$ cat src/rtl/battle_pkg.sv
// Shared definitions for the battle sequencer and every phase block that
// decodes its broadcast state: state encodings, bus widths, menu codes and
// a saturating counter helper.
package battle_pkg;

    localparam int unsigned HCOUNT_W = 11;
    localparam int unsigned VCOUNT_W = 10;
    localparam int unsigned SEL_W    = 2;
    localparam int unsigned EHP_W    = 11;
    localparam int unsigned PHP_W    = 8;
    localparam int unsigned TURN_W   = 8;
    localparam int unsigned TIMER_W  = 12;
    localparam int unsigned STATE_W  = 4;

    localparam logic [SEL_W-1:0] MENU_FIGHT = SEL_W'(0);

    // Phase blocks decode these exact codes; do not renumber.
    typedef enum logic [STATE_W-1:0] {
        ST_MENU   = 4'b0000,
        ST_PLAYER = 4'b0001,
        ST_ENEMY  = 4'b0010,
        ST_GAP    = 4'b0011,
        ST_WIN    = 4'b0100,
        ST_LOSE   = 4'b1000,
        ST_TITLE  = 4'b1010
    } state_e;

    // Increment that holds at all-ones instead of wrapping.
    function automatic logic [TURN_W-1:0] sat_inc(input logic [TURN_W-1:0] v);
        return (v == {TURN_W{1'b1}}) ? v : TURN_W'(v + TURN_W'(1));
    endfunction

endpackage

$ cat src/rtl/battle_sequencer_if.sv
// Bundle between the battle sequencer and the rest of the game.
//   slave  : the sequencer (raster, button, menu, phase-done and HP in;
//            state, turn count and timeout flag out)
//   master : the game side driving those inputs and observing the outputs
interface battle_sequencer_if;
    import battle_pkg::*;

    logic [HCOUNT_W-1:0] hcount_in;
    logic [VCOUNT_W-1:0] vcount_in;
    logic                start_in;
    logic [SEL_W-1:0]    menu_sel_in;
    logic                player_finished_in;
    logic                enemy_finished_in;
    logic [EHP_W-1:0]    enemy_hp_in;
    logic [PHP_W-1:0]    player_hp_in;
    logic [STATE_W-1:0]  state_out;
    logic [TURN_W-1:0]   turn_count_out;
    logic                timeout_out;

    modport slave (
        input  hcount_in, vcount_in, start_in, menu_sel_in,
               player_finished_in, enemy_finished_in, enemy_hp_in, player_hp_in,
        output state_out, turn_count_out, timeout_out
    );

    modport master (
        output hcount_in, vcount_in, start_in, menu_sel_in,
               player_finished_in, enemy_finished_in, enemy_hp_in, player_hp_in,
        input  state_out, turn_count_out, timeout_out
    );

endinterface

$ cat src/rtl/frame_timer.sv
// Frame-tick detector plus phase frame counter.
//   clk, rst     : clock, async active-low reset
//   hcount/vcount: raster position; a tick is the (0,0) pixel
//   clear        : zero the counter (owner asserts it on every state change)
//   limit        : frame count that ends the current phase
//   at_limit_c   : combinational, high on the tick that brings count to limit
module frame_timer
    import battle_pkg::*;
(
    input  logic                clk,
    input  logic                rst,
    input  logic [HCOUNT_W-1:0] hcount,
    input  logic [VCOUNT_W-1:0] vcount,
    input  logic                clear,
    input  logic [TIMER_W-1:0]  limit,
    output logic                at_limit_c
);

    logic               tick_c;
    logic [TIMER_W-1:0] count_q;

    assign tick_c = (hcount == '0) && (vcount == '0);

    // Clear has priority so a tick on the entry edge is not counted twice.
    always_ff @(posedge clk or negedge rst) begin
        if (!rst) begin
            count_q <= '0;
        end else if (clear) begin
            count_q <= '0;
        end else if (tick_c) begin
            count_q <= TIMER_W'(count_q + TIMER_W'(1));
        end
    end

    assign at_limit_c = tick_c && (TIMER_W'(count_q + TIMER_W'(1)) == limit);

endmodule

$ cat src/rtl/battle_sequencer.sv
// Top-level battle state machine: title, menu, player attack, gap, enemy
// attack, win and lose, with per-phase frame timeout.
//   clk : pixel/system clock
//   rst : async active-low reset; release is expected to be synchronised
//         to clk by the reset source
//   bus : battle_sequencer_if.slave (inputs from the game, registered
//         state_out / turn_count_out / timeout_out)
module battle_sequencer
    import battle_pkg::*;
#(
    parameter int unsigned TIMEOUT_FRAMES = 1800,
    parameter int unsigned GAP_FRAMES     = 30
) (
    input  logic                 clk,
    input  logic                 rst,
    battle_sequencer_if.slave    bus
);

    state_e              state_q, state_d;
    logic [TURN_W-1:0]   turn_q, turn_d;
    logic                timeout_q, timeout_d;
    logic                entry_q;
    logic                phase_change_c;
    logic [TIMER_W-1:0]  limit_c;
    logic                at_limit_c;
    logic                player_done_c;
    logic                enemy_done_c;

    // The gap uses its own length; attack phases use the timeout.
    assign limit_c = (state_q == ST_GAP) ? TIMER_W'(GAP_FRAMES)
                                         : TIMER_W'(TIMEOUT_FRAMES);

    assign phase_change_c = (state_d != state_q);

    frame_timer u_frame_timer (
        .clk        (clk),
        .rst        (rst),
        .hcount     (bus.hcount_in),
        .vcount     (bus.vcount_in),
        .clear      (phase_change_c),
        .limit      (limit_c),
        .at_limit_c (at_limit_c)
    );

    // A finished level left over from a previous phase is ignored on the
    // first cycle in the new phase.
    assign player_done_c = bus.player_finished_in && !entry_q;
    assign enemy_done_c  = bus.enemy_finished_in  && !entry_q;

    // Next-state and output update; finished has priority over timeout.
    always_comb begin
        state_d   = state_q;
        turn_d    = turn_q;
        timeout_d = timeout_q;
        case (state_q)
            ST_TITLE: begin
                if (bus.start_in) begin
                    state_d   = ST_MENU;
                    turn_d    = '0;
                    timeout_d = 1'b0;
                end
            end
            ST_MENU: begin
                if (bus.start_in) begin
                    state_d = (bus.menu_sel_in == MENU_FIGHT) ? ST_PLAYER : ST_ENEMY;
                end
            end
            ST_PLAYER: begin
                if (player_done_c) begin
                    state_d = (bus.enemy_hp_in == '0) ? ST_WIN : ST_GAP;
                end else if (at_limit_c) begin
                    state_d   = ST_MENU;
                    timeout_d = 1'b1;
                end
            end
            ST_GAP: begin
                if (at_limit_c) begin
                    state_d = ST_ENEMY;
                end
            end
            ST_ENEMY: begin
                if (enemy_done_c) begin
                    if (bus.player_hp_in == '0) begin
                        state_d = ST_LOSE;
                    end else begin
                        state_d = ST_MENU;
                        turn_d  = sat_inc(turn_q);
                    end
                end else if (at_limit_c) begin
                    state_d   = ST_MENU;
                    timeout_d = 1'b1;
                end
            end
            ST_WIN, ST_LOSE: begin
                if (bus.start_in) begin
                    state_d = ST_TITLE;
                end
            end
            default: begin
                state_d = ST_TITLE;
            end
        endcase
    end

    // State and output registers.
    always_ff @(posedge clk or negedge rst) begin
        if (!rst) begin
            state_q   <= ST_TITLE;
            turn_q    <= '0;
            timeout_q <= 1'b0;
            entry_q   <= 1'b0;
        end else begin
            state_q   <= state_d;
            turn_q    <= turn_d;
            timeout_q <= timeout_d;
            entry_q   <= phase_change_c;
        end
    end

    assign bus.state_out      = state_q;
    assign bus.turn_count_out = turn_q;
    assign bus.timeout_out    = timeout_q;

endmodule

$ cat src/flat_wrapper.sv
// flat-port wrapper written by rule: the top's interface ports become plain ports
module battle_sequencer_flat import battle_pkg::*;
#(
    parameter int unsigned TIMEOUT_FRAMES = 1800,
    parameter int unsigned GAP_FRAMES     = 30
)
  (clk, rst, bus_hcount_in, bus_vcount_in, bus_start_in, bus_menu_sel_in, bus_player_finished_in, bus_enemy_finished_in, bus_enemy_hp_in, bus_player_hp_in, bus_state_out, bus_turn_count_out, bus_timeout_out);
  battle_sequencer_if bus_i ();
  input  logic clk;
  input  logic rst;
  input wire logic [$bits(bus_i.hcount_in)-1:0] bus_hcount_in;
  input wire logic [$bits(bus_i.vcount_in)-1:0] bus_vcount_in;
  input wire logic [$bits(bus_i.start_in)-1:0] bus_start_in;
  input wire logic [$bits(bus_i.menu_sel_in)-1:0] bus_menu_sel_in;
  input wire logic [$bits(bus_i.player_finished_in)-1:0] bus_player_finished_in;
  input wire logic [$bits(bus_i.enemy_finished_in)-1:0] bus_enemy_finished_in;
  input wire logic [$bits(bus_i.enemy_hp_in)-1:0] bus_enemy_hp_in;
  input wire logic [$bits(bus_i.player_hp_in)-1:0] bus_player_hp_in;
  output wire logic [$bits(bus_i.state_out)-1:0] bus_state_out;
  output wire logic [$bits(bus_i.turn_count_out)-1:0] bus_turn_count_out;
  output wire logic [$bits(bus_i.timeout_out)-1:0] bus_timeout_out;
  assign bus_i.hcount_in = bus_hcount_in;
  assign bus_i.vcount_in = bus_vcount_in;
  assign bus_i.start_in = bus_start_in;
  assign bus_i.menu_sel_in = bus_menu_sel_in;
  assign bus_i.player_finished_in = bus_player_finished_in;
  assign bus_i.enemy_finished_in = bus_enemy_finished_in;
  assign bus_i.enemy_hp_in = bus_enemy_hp_in;
  assign bus_i.player_hp_in = bus_player_hp_in;
  assign bus_state_out = bus_i.state_out;
  assign bus_turn_count_out = bus_i.turn_count_out;
  assign bus_timeout_out = bus_i.timeout_out;
  battle_sequencer #(.TIMEOUT_FRAMES(TIMEOUT_FRAMES), .GAP_FRAMES(GAP_FRAMES)) u_core (.clk(clk), .rst(rst), .bus(bus_i));
endmodule
$ cat config.mk
export PLATFORM = sky130hd
export DESIGN_NAME = battle_sequencer_flat
export DESIGN_NICKNAME = d
export VERILOG_FILES = /design/src/rtl/battle_pkg.sv /design/src/rtl/battle_sequencer_if.sv /design/src/rtl/frame_timer.sv /design/src/rtl/battle_sequencer.sv /design/src/flat_wrapper.sv
export SDC_FILE = /design/constraint.sdc
export NUM_CORES = 1
export LEC_CHECK = 0
export BUFFER_PORTS_ARGS = -buffer_cell sky130_fd_sc_hd__buf_2
export CAP_MARGIN = 20
export CORE_MARGIN = 2
export CORE_UTILIZATION = 45
export CTS_CLUSTER_SIZE = 20
export DETAILED_ROUTE_END_ITERATION = 8
export GPL_TIMING_DRIVEN = 1
export HOLD_SLACK_MARGIN = 0.08
export PLACE_DENSITY = 0.72
export SYNTH_ARGS = -nofsm -noshare
export SYNTH_HDL_FRONTEND = slang
export SYNTH_SLANG_ARGS = --single-unit
export TNS_END_PERCENT = 10
$ cat constraint.sdc
create_clock -name clk -period 2.65 [get_ports clk]
set_input_delay 0.1325 -clock clk [delete_from_list [all_inputs] [get_ports clk]]
set_output_delay 0.1325 -clock clk [all_outputs]
set_load 0.01 [all_outputs]
Word level (Yosys, flattened, before mapping)
Index checks and enable logic that the tools add are counted.
{ "totals": {"mem_count": 0, "romBits": 0, "inputBits": 47, "latch_bits": 0, "ram_bits": 0, "output_inout_bits": 13, "register_bits": 26} }
{ "op_classes": {"reduce_logical": 17, "magnitude_cmp": 0, "n_shift": 0, "n_mul": 0, "n_bitwise": 0, "n_addsub": 2, "eq_ne": 15, "div": 0, "n_mux": 24} }
{ "op_table": {"columns": ["cell", "count"], "rows": [
  ["$mux W4", 8],
  ["$mux W8", 4],
  ["$mux W12", 2],
  ["$pmux W4 S6", 1],
  ["$logic_not A11 Y1", 2],
  ["$pmux W8 S2", 1],
  ["$add A12 B1 Y12 const B", 1],
  ["$eq A12 B12 Y1", 1],
  ["$mux W11", 1],
  ["$logic_not A10 Y1", 1],
  ["$ne A2 B2 Y1 const B", 5],
  ["$add A8 B1 Y8 const B", 1],
  ["$eq A4 B2 Y1 const B", 2],
  ["$eq A4 B4 Y1 const B", 2],
  ["$eq A8 B8 Y1 const B", 1],
  ["$logic_not A8 Y1", 1],
  ["$reduce_and A5 Y1", 1],
  ["$eq A4 B1 Y1 const B", 1],
  ["$eq A4 B3 Y1 const B", 1],
  ["$logic_and A1 B1 Y1", 4],
  ["$logic_not A4 Y1", 1],
  ["$mux W1", 4],
  ["$ne A4 B4 Y1", 1],
  ["$reduce_and A4 Y1", 1],
  ["9 further kinds", 10]
]} }

Depth between registers and ports, before layout
Gate-level depths: netlist (run 1).
{ "depth": {"depth_word": 9, "depth_mapped": 9, "ltp_nobuf": 7} }

Hierarchy
A second synthesis (run 1) with hierarchy kept.
{ "hier_totals": {"cells_unflattened": 238, "area_unflattened_um2": 2108.3} }
{ "by_module_without_submodules": {"columns": ["module", "n_inst", "area_per_inst_um2", "cells_per_inst"], "rows": [
  ["frame_timer", 1, 1121.1, 126],
  ["battle_sequencer", 1, 987.2, 112]
]} }

Worst setup path before layout (run 1)
OpenSTA, ideal clock, no wires.
{ "synth_timing": {"path_type": "register to register", "from": "register u_core.state_q[1] (netlist: u_core.bus.state_out[1])", "to": "register u_core.u_frame_timer.count_q[10]", "t_arrival_ns": 2.346, "slack_ns": 0.151, "n_path_buf": 2, "stages_incl_launch_ff": 9, "synth_period_minus_slack_ns": 2.499, "path_cell_list": "dfstp_2 -> clkbuf_1 -> nor4bb_1 -> nand3_1 -> o311a_1 -> or4_1 -> a311oi_2 -> buf_4 -> a211oi_1"} }
{ "synth_via": {"elab_chain_cells": 9, "elab_cells_between_ends": 22, "cone_classes": "eq/ne (8); mux (10); reduce/logical (4)"} }
{ "synth_rtl": {"columns": ["element", "line_no", "text"], "rows": [
  ["start: declaration", "battle_sequencer.sv:19", "state_e state_q, state_d;"],
  ["start signal: assignment", "battle_sequencer.sv:113", "state_q <= state_d;"],
  ["$eq A4 B2 Y1", "battle_sequencer.sv:30, battle_sequencer.sv:55", null],
  ["$mux W11", "battle_sequencer.sv:30", "assign limit_c = (state_q == ST_GAP) ? TIMER_W'(GAP_FRAMES)"],
  ["$eq A12 B12 Y1", "frame_timer.sv:35", "assign at_limit_c = tick_c && (TIMER_W'(count_q + TIMER_W'(1)) == limit);"],
  ["$logic_and A1 B1 Y1", "frame_timer.sv:35", null],
  ["$mux W4", "battle_sequencer.sv:71, battle_sequencer.sv:89", null],
  ["$mux W4 (on tied branches)", "battle_sequencer.sv:82, battle_sequencer.sv:69", null],
  ["$pmux W4 S6", "battle_sequencer.sv:55", "case (state_q)"],
  ["$ne A4 B4 Y1 (*)", "battle_sequencer.sv:33", "assign phase_change_c = (state_d != state_q);"],
  ["$mux W12 / $reduce_bool A2 Y1 (equally long branches)", null, null],
  ["end signal: assignment", "frame_timer.sv:31", "count_q <= TIMER_W'(count_q + TIMER_W'(1));"],
  ["end: declaration", "frame_timer.sv:20", "logic [TIMER_W-1:0] count_q;"]
]} }
Mark *: on every way between the ends. The rest lies on a longest branch, timed or not.
A chain may end at the register's enable or synchronous reset.

Final worst setup path (run 1)
{ "layout_timing": {"from": "register u_core.u_frame_timer.count_q[0]", "to": "register u_core.timeout_q (netlist: u_core.bus.timeout_out)"} }
{ "layout_via": {"elab_chain_cells": 6, "elab_cells_between_ends": 7, "cone_classes": "add/sub (1); eq/ne (1); mux (4); reduce/logical (1)"} }
{ "layout_rtl": {"columns": ["element", "line_no", "text"], "rows": [
  ["$add A12 B1 Y12 (*)", "frame_timer.sv:35", null],
  ["$eq A12 B12 Y1 (*)", "frame_timer.sv:35", null],
  ["$logic_and A1 B1 Y1 (*)", "frame_timer.sv:35", null],
  ["$mux W1 (*)", null, null],
  ["$mux W1 (on tied branches)", null, null],
  ["$pmux W1 S3 (*)", null, null],
  ["end signal: assignment", "battle_sequencer.sv:115", "timeout_q <= timeout_d;"],
  ["end: declaration", "battle_sequencer.sv:21", "logic timeout_q, timeout_d;"]
]} }
Mark *: on every way between the ends. The rest lies on a longest branch, timed or not. The select of a mux whose other input is x is not followed.

==> run metrics, run 1 <==
Pleak 1.04 nW; Netlist cell types between 50 and 60; Syn Std Cell Area about 0.0019 mm^2; Vias ~2.0k; area leader, netlist dfrtp_1; Pwr Density around 580 mW/mm^2; Clock power frac between 10% and 20%; FFs w/ async S/R, synth 100%; Worst Hold Class in -> reg; Initial Utilization approximately 47%; NetSw ~0.54 mW; Yosys reg bits 26; most instantiated cells after synthesis dfrtp_1 (24), nand2_1 (24), nor2_1 (21), nand3_1 (12), nor3_1 (11); CTS H-Tree Depth 1; MaxCap Viol Count 0; top post-synthesis cells by area dfrtp_1 (32%), nand2_1 (4.8%), xnor2_1 (4.6%); Clock Tree Buf Depth 2; Rows 23; clock-pin slew on the worst setup and hold paths about 90 ps; proportion of layout cells with a drive suffix above 1 28.5%; fillers slightly below 400; total negative setup slack 0 ps; maximum VDD drop about 300 uV; Logic pwr share between 40% and 50%; count of input and output buffers 59; area grow syn2layout 23.5%; Syn Inst Count about 230; DRT Pass-1 Iters 4; sw frac 40.3%; DRT iter0 DRCs between 90 and 100; Root Buffer clkbuf_8; TritonCTS Buffers 3; Hold WS slightly below 200 ps; R2R cell count 7; Sequential cell area between 600 and 700 um^2; Final Setup Violations 0; Worst Setup SP u_core.u_frame_timer.count_q[0]; die width 68.8 um; Resize count post-CTS 0; Routed Antenna Nets 0; global-route usage over all layers 20.7%; f_max just over 0.4 GHz; crit path DAT 2640 ps; sequential area share after synthesis 34.6%; drc violations 0; synthesis warning total 0; max incr delay on CP approximately 530 ps; Final Cycle Share about nine tenths; ANT cells 0; Die H just under 70 um; normalized max-slew margin ~56%; Worst R2R Start u_core.u_frame_timer.count_q[0]; Worst Setup Start Kind flip-flop; Avg Inst Size Synth 8.25 um^2; initial antenna violation count 0; Setup Buffers After CTS 0; via/cell ratio 5.75; post-detail-place hpwl between 3000 and 4000 um; Post-synth EDFFs 0; die area roughly 0.0047 mm^2; post-synth top area share between 30% and 40%; total gr overflow 0; fin. max-slew vios 0; final WL roughly 4600 um; worst-path cell with the longest stage delay or4_1; CP max FO 11; Critical Path RT between 2000 and 3000 ps; I/O pins 60; Worst-Skew Late Latency between 200 and 300 ps; minimum clock period ~2400 ps; pin count of the biggest net entering global routing 27; vias in the first global route between 1.5k and 2k; WHS Path Cells 3; Layout Skew 2.46 ps; CTS sink count 26; core area 0.00403 mm^2; NumNets Final between 300 and 400; area of the multi-input gates approximately 0.0012 mm^2; endpoints failing hold 0; ys flop type dfrtp_1; Slew @ Worst Pin 665 ps; Seq pwr share between 30% and 40%; Post-Synthesis Net Count around 280; type of the worst setup path reg -> reg; Worst Hold Launch bus_start_in; DR WL/cell 13.6 um; worst path cell trace ha_1, nand3_1, o311a_1, or4_1, a311oi_2, buf_4, a31o_2; status finished clean; global-route wire length before repair roughly 7500 um; CP endpoint kind flip-flop; unrepaired setup endpoints after global routing false; Pint 0.805 mW; TritonCTS clock tree yes; GP Congestion 0.888
through the flow:
stage	cell area [um^2]	power (mW)	std cells	utilization (%)	setup slack (ps)
2_1_floorplan	1890	0.902	229	-	151
3_5_place_dp	2280	1.13	337	56.6	261
3_3_place_gp	2280	1.12	337	56.6	327
4_1_cts	2330	1.36	341	57.9	232
6_report	2330	1.35	341	57.9	226
5_1_grt	2330	1.46	341	57.9	57.5
critical path, delay by kind of cell (launching register included):
kind                       cells  cell delay, ps
AOI/OAI and AO/OA              3             670
adders and majority gates      1             380
DFF                            1             420
buffers and inverters          1             210
and+or+nand+nor                2             690
path summary, 6_finish.rpt:
kind | end | slack [ps]
worst max register to register | u_core.bus.timeout_out | 230
min in group asynchronous | u_core.u_frame_timer.count_q[11] | 390
worst max-delay path | u_core.bus.timeout_out | 230
max in group asynchronous | u_core.bus.state_out[1] | 1880
worst min-delay path | u_core.bus.state_out[2] | 200
worst min register to register | u_core.bus.turn_count_out[6] | 530
sequential cells by signal (all words and copies together), names as in the netlist:
signal,flops
u_core.entry_q,1
u_core.bus.timeout_out,1
u_core.u_frame_timer.count_q,12
u_core.bus.turn_count_out,8
u_core.bus.state_out,4
final cells by class:
cell class,instances,area share [%]
Clock buffer,3,1.77
Inverter,6,0.965
Multi-Input combinational cell,184,49.7
Sequential cell,26,28.0
Tap cell,50,2.68
Timing Repair Buffer,72,16.9
cells by family (layout without fill, tap and decap cells):
group | count (synthesis) | count (layout) | share of synthesized area, %
XOR/XNOR | 18 | 18 | 8.34
AND/OR/NAND/NOR | 113 | 113 | 32.3
multiplexers | 2 | 2 | 1.06
AO/OA/AOI/OAI | 49 | 49 | 18.3
flip-flops | 26 | 26 | 34.6
buffers and inverters | 19 | 81 | 4.11
adder cells (fa/ha/maj) | 2 | 2 | 1.32
routing by layer:
layer / vias to the layer above / wire [um] / track usage, % / part of all wire [%]
met5: - / 0 / 0 / 0
met4: 0 / 47 / 5.88 / 1.0
met1: 904 / 2060 / 26.7 / 45
li1: 978 / - / - / -
met3: 4 / 286 / 2.76 / 6.2
met2: 75 / 2230 / 36.1 / 48
power groups by stage:
stage	logic, mW	registers (mW)	clock network [mW]
global route	0.738	0.485	0.241
finish	0.645	0.479	0.223
floorplan	0.405	0.498	0
global placement	0.635	0.486	0
detailed placement	0.643	0.487	0
CTS	0.648	0.479	0.235
layout by cell type (no fill, tap or decap), types with 3 or more instances in the layout:
cell type	instances
nand3_1	12
dfrtp_1	24
xor2_1	8
nor3_1	11
o21ai_0	10
and3_1	7
nor2_1	21
clkbuf_8	3
a21oi_1	8
a211oi_1	9
nor4_1	9
buf_4	12
xnor2_1	10
nand3b_1	3
inv_1	6
nor4b_1	3
buf_2	59
nand4_1	4
nand2_1	24
timing repair:
action                                  CTS  global route
hold buffers                              1             0
hold endpoints to repair                 24             0
endpoints found under the setup margin    0             0
No activity file was read; power rests on OpenSTA's default activity.
==> inputs of run 2 (changes only) <==
--- a/config.mk
+++ b/config.mk
@@ -5,6 +5,7 @@
 export SDC_FILE = /design/constraint.sdc
 export NUM_CORES = 1
 export LEC_CHECK = 0
+export ABC_AREA = 1
 export BUFFER_PORTS_ARGS = -buffer_cell sky130_fd_sc_hd__buf_2
 export CAP_MARGIN = 20
 export CORE_MARGIN = 2
==> run metrics, run 2 <==
top post-synthesis cells by area dfrtp_1 (31%), nand2_1 (18%), nor2_1 (7.5%); unrepaired setup endpoints after global routing false; Finished Cell Area 0.00233 mm^2 (about the same); endpoints failing hold 0 (unchanged); TritonCTS clock tree yes; fillers 387 (-0.51%); via/cell ratio 5.04 (-12%); minimum clock period 2380 ps (-41.9 ps); global-route wire length before repair 7980 um (+6.9%); Worst Hold Class in -> reg; FF-to-FF setup slack 270 ps (+40 ps); total negative setup slack 0 ps (unchanged); most common cell after layout, fill and taps aside nand2_1; end of the worst register-to-register path u_core.u_frame_timer.count_q[0]; max FFs per register 12 (unchanged); Worst path depth 12 (+5); Rows 23 (unchanged); die width 69.2 um (+0.63%); Worst Setup EP u_core.u_frame_timer.count_q[0]; Syn Std Cell Area 0.00191 mm^2 (+1.3%); Yosys reg bits 26 (unchanged); Initial Utilization 47.2% (+0.28 points); vias in the first global route 1883 (+8.3%); status finished clean; Worst-Skew Late Latency 280 ps (about the same); Pwr Density 758 mW/mm^2 (+31%); dominant cell by count in the synthesized netlist nand2_1; NumNets Final 406 (+19%); Vias 2047 (+4.4%); R2R cell count 12 (+5); TritonCTS Buffers 3 (unchanged); Post-synth EDFFs 0 (unchanged); sequential area share after synthesis 34.1% (-0.45 points); FFs w/ async S/R, synth 100% (unchanged); Layout Skew 7.38 ps (+4.92 ps); crit path DAT 2540 ps (-100 ps); Syn Inst Count 295 (+29%); most frequent cells in the layout nand2_1 (91), buf_2 (59), nor2_1 (38), inv_1 (30); most instantiated cells after synthesis nand2_1 (91), nor2_1 (38), inv_1 (30), dfrtp_1 (24), nand3_1 (24); Post-Synthesis Net Count 344 (+24%); Root Buffer clkbuf_8; Final Setup Violations 0 (unchanged); f_max 0.420 GHz (+1.8%); Slew @ Worst Pin 593 ps (-72.5 ps); Post-Place Setup Slack 311 ps (+50.4 ps); drc violations 0 (unchanged); post-synth top area share 31.4% (-0.42 points); Critical Path RT 2810 ps (-50 ps); placed cell count 401 (+19%); Setup WS post-layout 268 ps (+41.9 ps); worst-path cell with the longest stage delay dfrtp_1; most used cell, CP nand2_1; CTS sink count 26 (unchanged); area of the multi-input gates 0.00111 mm^2 (-3.8%); Resize count post-CTS 0 (unchanged); pin count of the biggest net entering global routing 27 (unchanged); proportion of layout cells with a drive suffix above 1 25.3% (-3.2 points); total gr overflow 0 (unchanged); Crit path max-delay family simple AND/OR/NAND/NOR gates; WP buf/inv 0 (-1); Netlist cell types 30 (-42%); Final Cycle Share 89.9% (-1.6 points); fin. max-slew vios 0 (unchanged); Biggest register u_core.u_frame_timer.count_q; MaxCap Viol Count 0 (unchanged); clock-pin slew on the worst setup and hold paths 100 ps (about the same); Util after Layout 57.5% (-0.38 points); synthesis warning total 0 (unchanged); final WL 4490 um (-2.8%); Pleak 1.19 nW (+15%); CP endpoint kind flip-flop; Worst Setup SP u_core.bus.state_out[2]; max incr delay on CP 460 ps (-70 ps); ANT cells 0 (unchanged); initial antenna violation count 0 (unchanged); count of input and output buffers 59 (unchanged); DR WL/cell 11.1 um (-18%); Worst R2R Start u_core.bus.state_out[2]; core area 0.00406 mm^2 (+0.71%); DRT iter0 DRCs 180 (+82%); die area 0.00479 mm^2 (+1.3%); CP max FO 13 (+2); GP Congestion 0.955 (+7.6%); post-detail-place hpwl 3460 um (-3.7%); Avg Inst Size Synth 6.49 um^2 (-21%); Clock Tree Buf Depth 2 (unchanged); ys flop type dfrtp_1; Sequential cell area 653 um^2 (unchanged); CTS H-Tree Depth 1 (unchanged); type of the worst setup path reg -> reg; total power draw 1.77 mW (+31%); Routed Antenna Nets 0 (unchanged); area leader, netlist dfrtp_1; Die H 69.2 um (+0.63%); normalized max-slew margin 60.5% (+4.8 points); area grow syn2layout 22.0%; Hold WS 132 ps (-65.4 ps); DRT Pass-1 Iters 4 (unchanged); I/O pins 60 (unchanged); worst path cell trace nor2_2, nand3_1, nor2_1, nand2_1, nand2_1, nand4_1, o21ai_1, nand2_1, nand2_1, o21ai_0, nand2_2, nor2_1; Post-Layout Cell Count 406 (+19%); maximum VDD drop 401 uV (+32%); Worst Setup Start Kind flip-flop; Placed Area 0.00225 mm^2 (-1.3%); global-route usage over all layers 19.8% (-0.86 points)
==> run 2: cell count changes in the layout (fill, tap and decap cells not counted), moves of 9 or more <==
| cell | delta |
|---|---|
| a211oi_1 | -9 |
| buf_4 | -11 |
| inv_1 | +24 |
| nand2_1 | +67 |
| nand3_1 | +12 |
| nor2_1 | +17 |
| nor2_2 | +12 |
| o21ai_0 | +9 |
| xnor2_1 | -9 |
==> run 2: final cells by class <==
cell class | count | area share (%)
Multi-Input combinational cell | 233 | 47.7
Tap cell | 50 | 2.68
Timing Repair Buffer | 61 | 13.4
Inverter | 32 | 5.14
Clock inverter | 1 | 1.29
Sequential cell | 26 | 28.0
Clock buffer | 3 | 1.77
==> run 2: where the power goes <==
part	leakage (nW)	internal (mW)	switching [mW]
Clock	0.0357	0.202	0.136
Combinational	0.811	0.271	0.594
Sequential	0.348	0.478	0.0878
Total	1.19	0.951	0.818
==> run 2: layer usage <==
metal / global-route usage [%] / share of wire, % / vias up / wire, um
met5: 0 / 0 / - / 0
met4: 7.19 / 1.7 / 0 / 75
met3: 2.76 / 4.4 / 6 / 197
met2: 32.9 / 47 / 43 / 2100
met1: 26.4 / 47 / 920 / 2120
li1: - / - / 1078 / -
==> run 2: how the worst min path moves through the flow <==
stage | from | endpoint | slack (ps) | cells after the start
2_1_floorplan | rst | u_core.bus.state_out[0] | -160 | 0
3_3_place_gp | rst | u_core.u_frame_timer.count_q[11] | 170 | 1
3_5_place_dp | rst | u_core.u_frame_timer.count_q[11] | 170 | 1
4_1_cts | bus_player_hp_in[6] | u_core.bus.state_out[3] | 120 | 4
5_1_grt | bus_player_hp_in[6] | u_core.bus.state_out[3] | 150 | 4
6_report | bus_player_hp_in[5] | u_core.bus.state_out[3] | 130 | 4
==> run 2: timing repair <==
item	4_1_cts	5_1_grt
setup endpoints to repair	0	0
setup buffers	0	0
hold buffers	1	0
hold endpoints to repair	24	0
==> run 2: cells by family after synthesis <==
family                     synth area share (%)
AOI/OAI and AO/OA                          11.6
xor gates and xnor gates                  0.915
adders and majority gates                  1.31
buffers and inverters                      7.65
DFF                                        34.1
and+or+nand+nor                            44.4
==> run 2: worst reg2reg max path: cells and delay by family (launching register included) <==
family / cells / cell delay (ps)
AOI/OAI and AO/OA: 2 / 290
DFF: 1 / 460
and+or+nand+nor: 10 / 1490
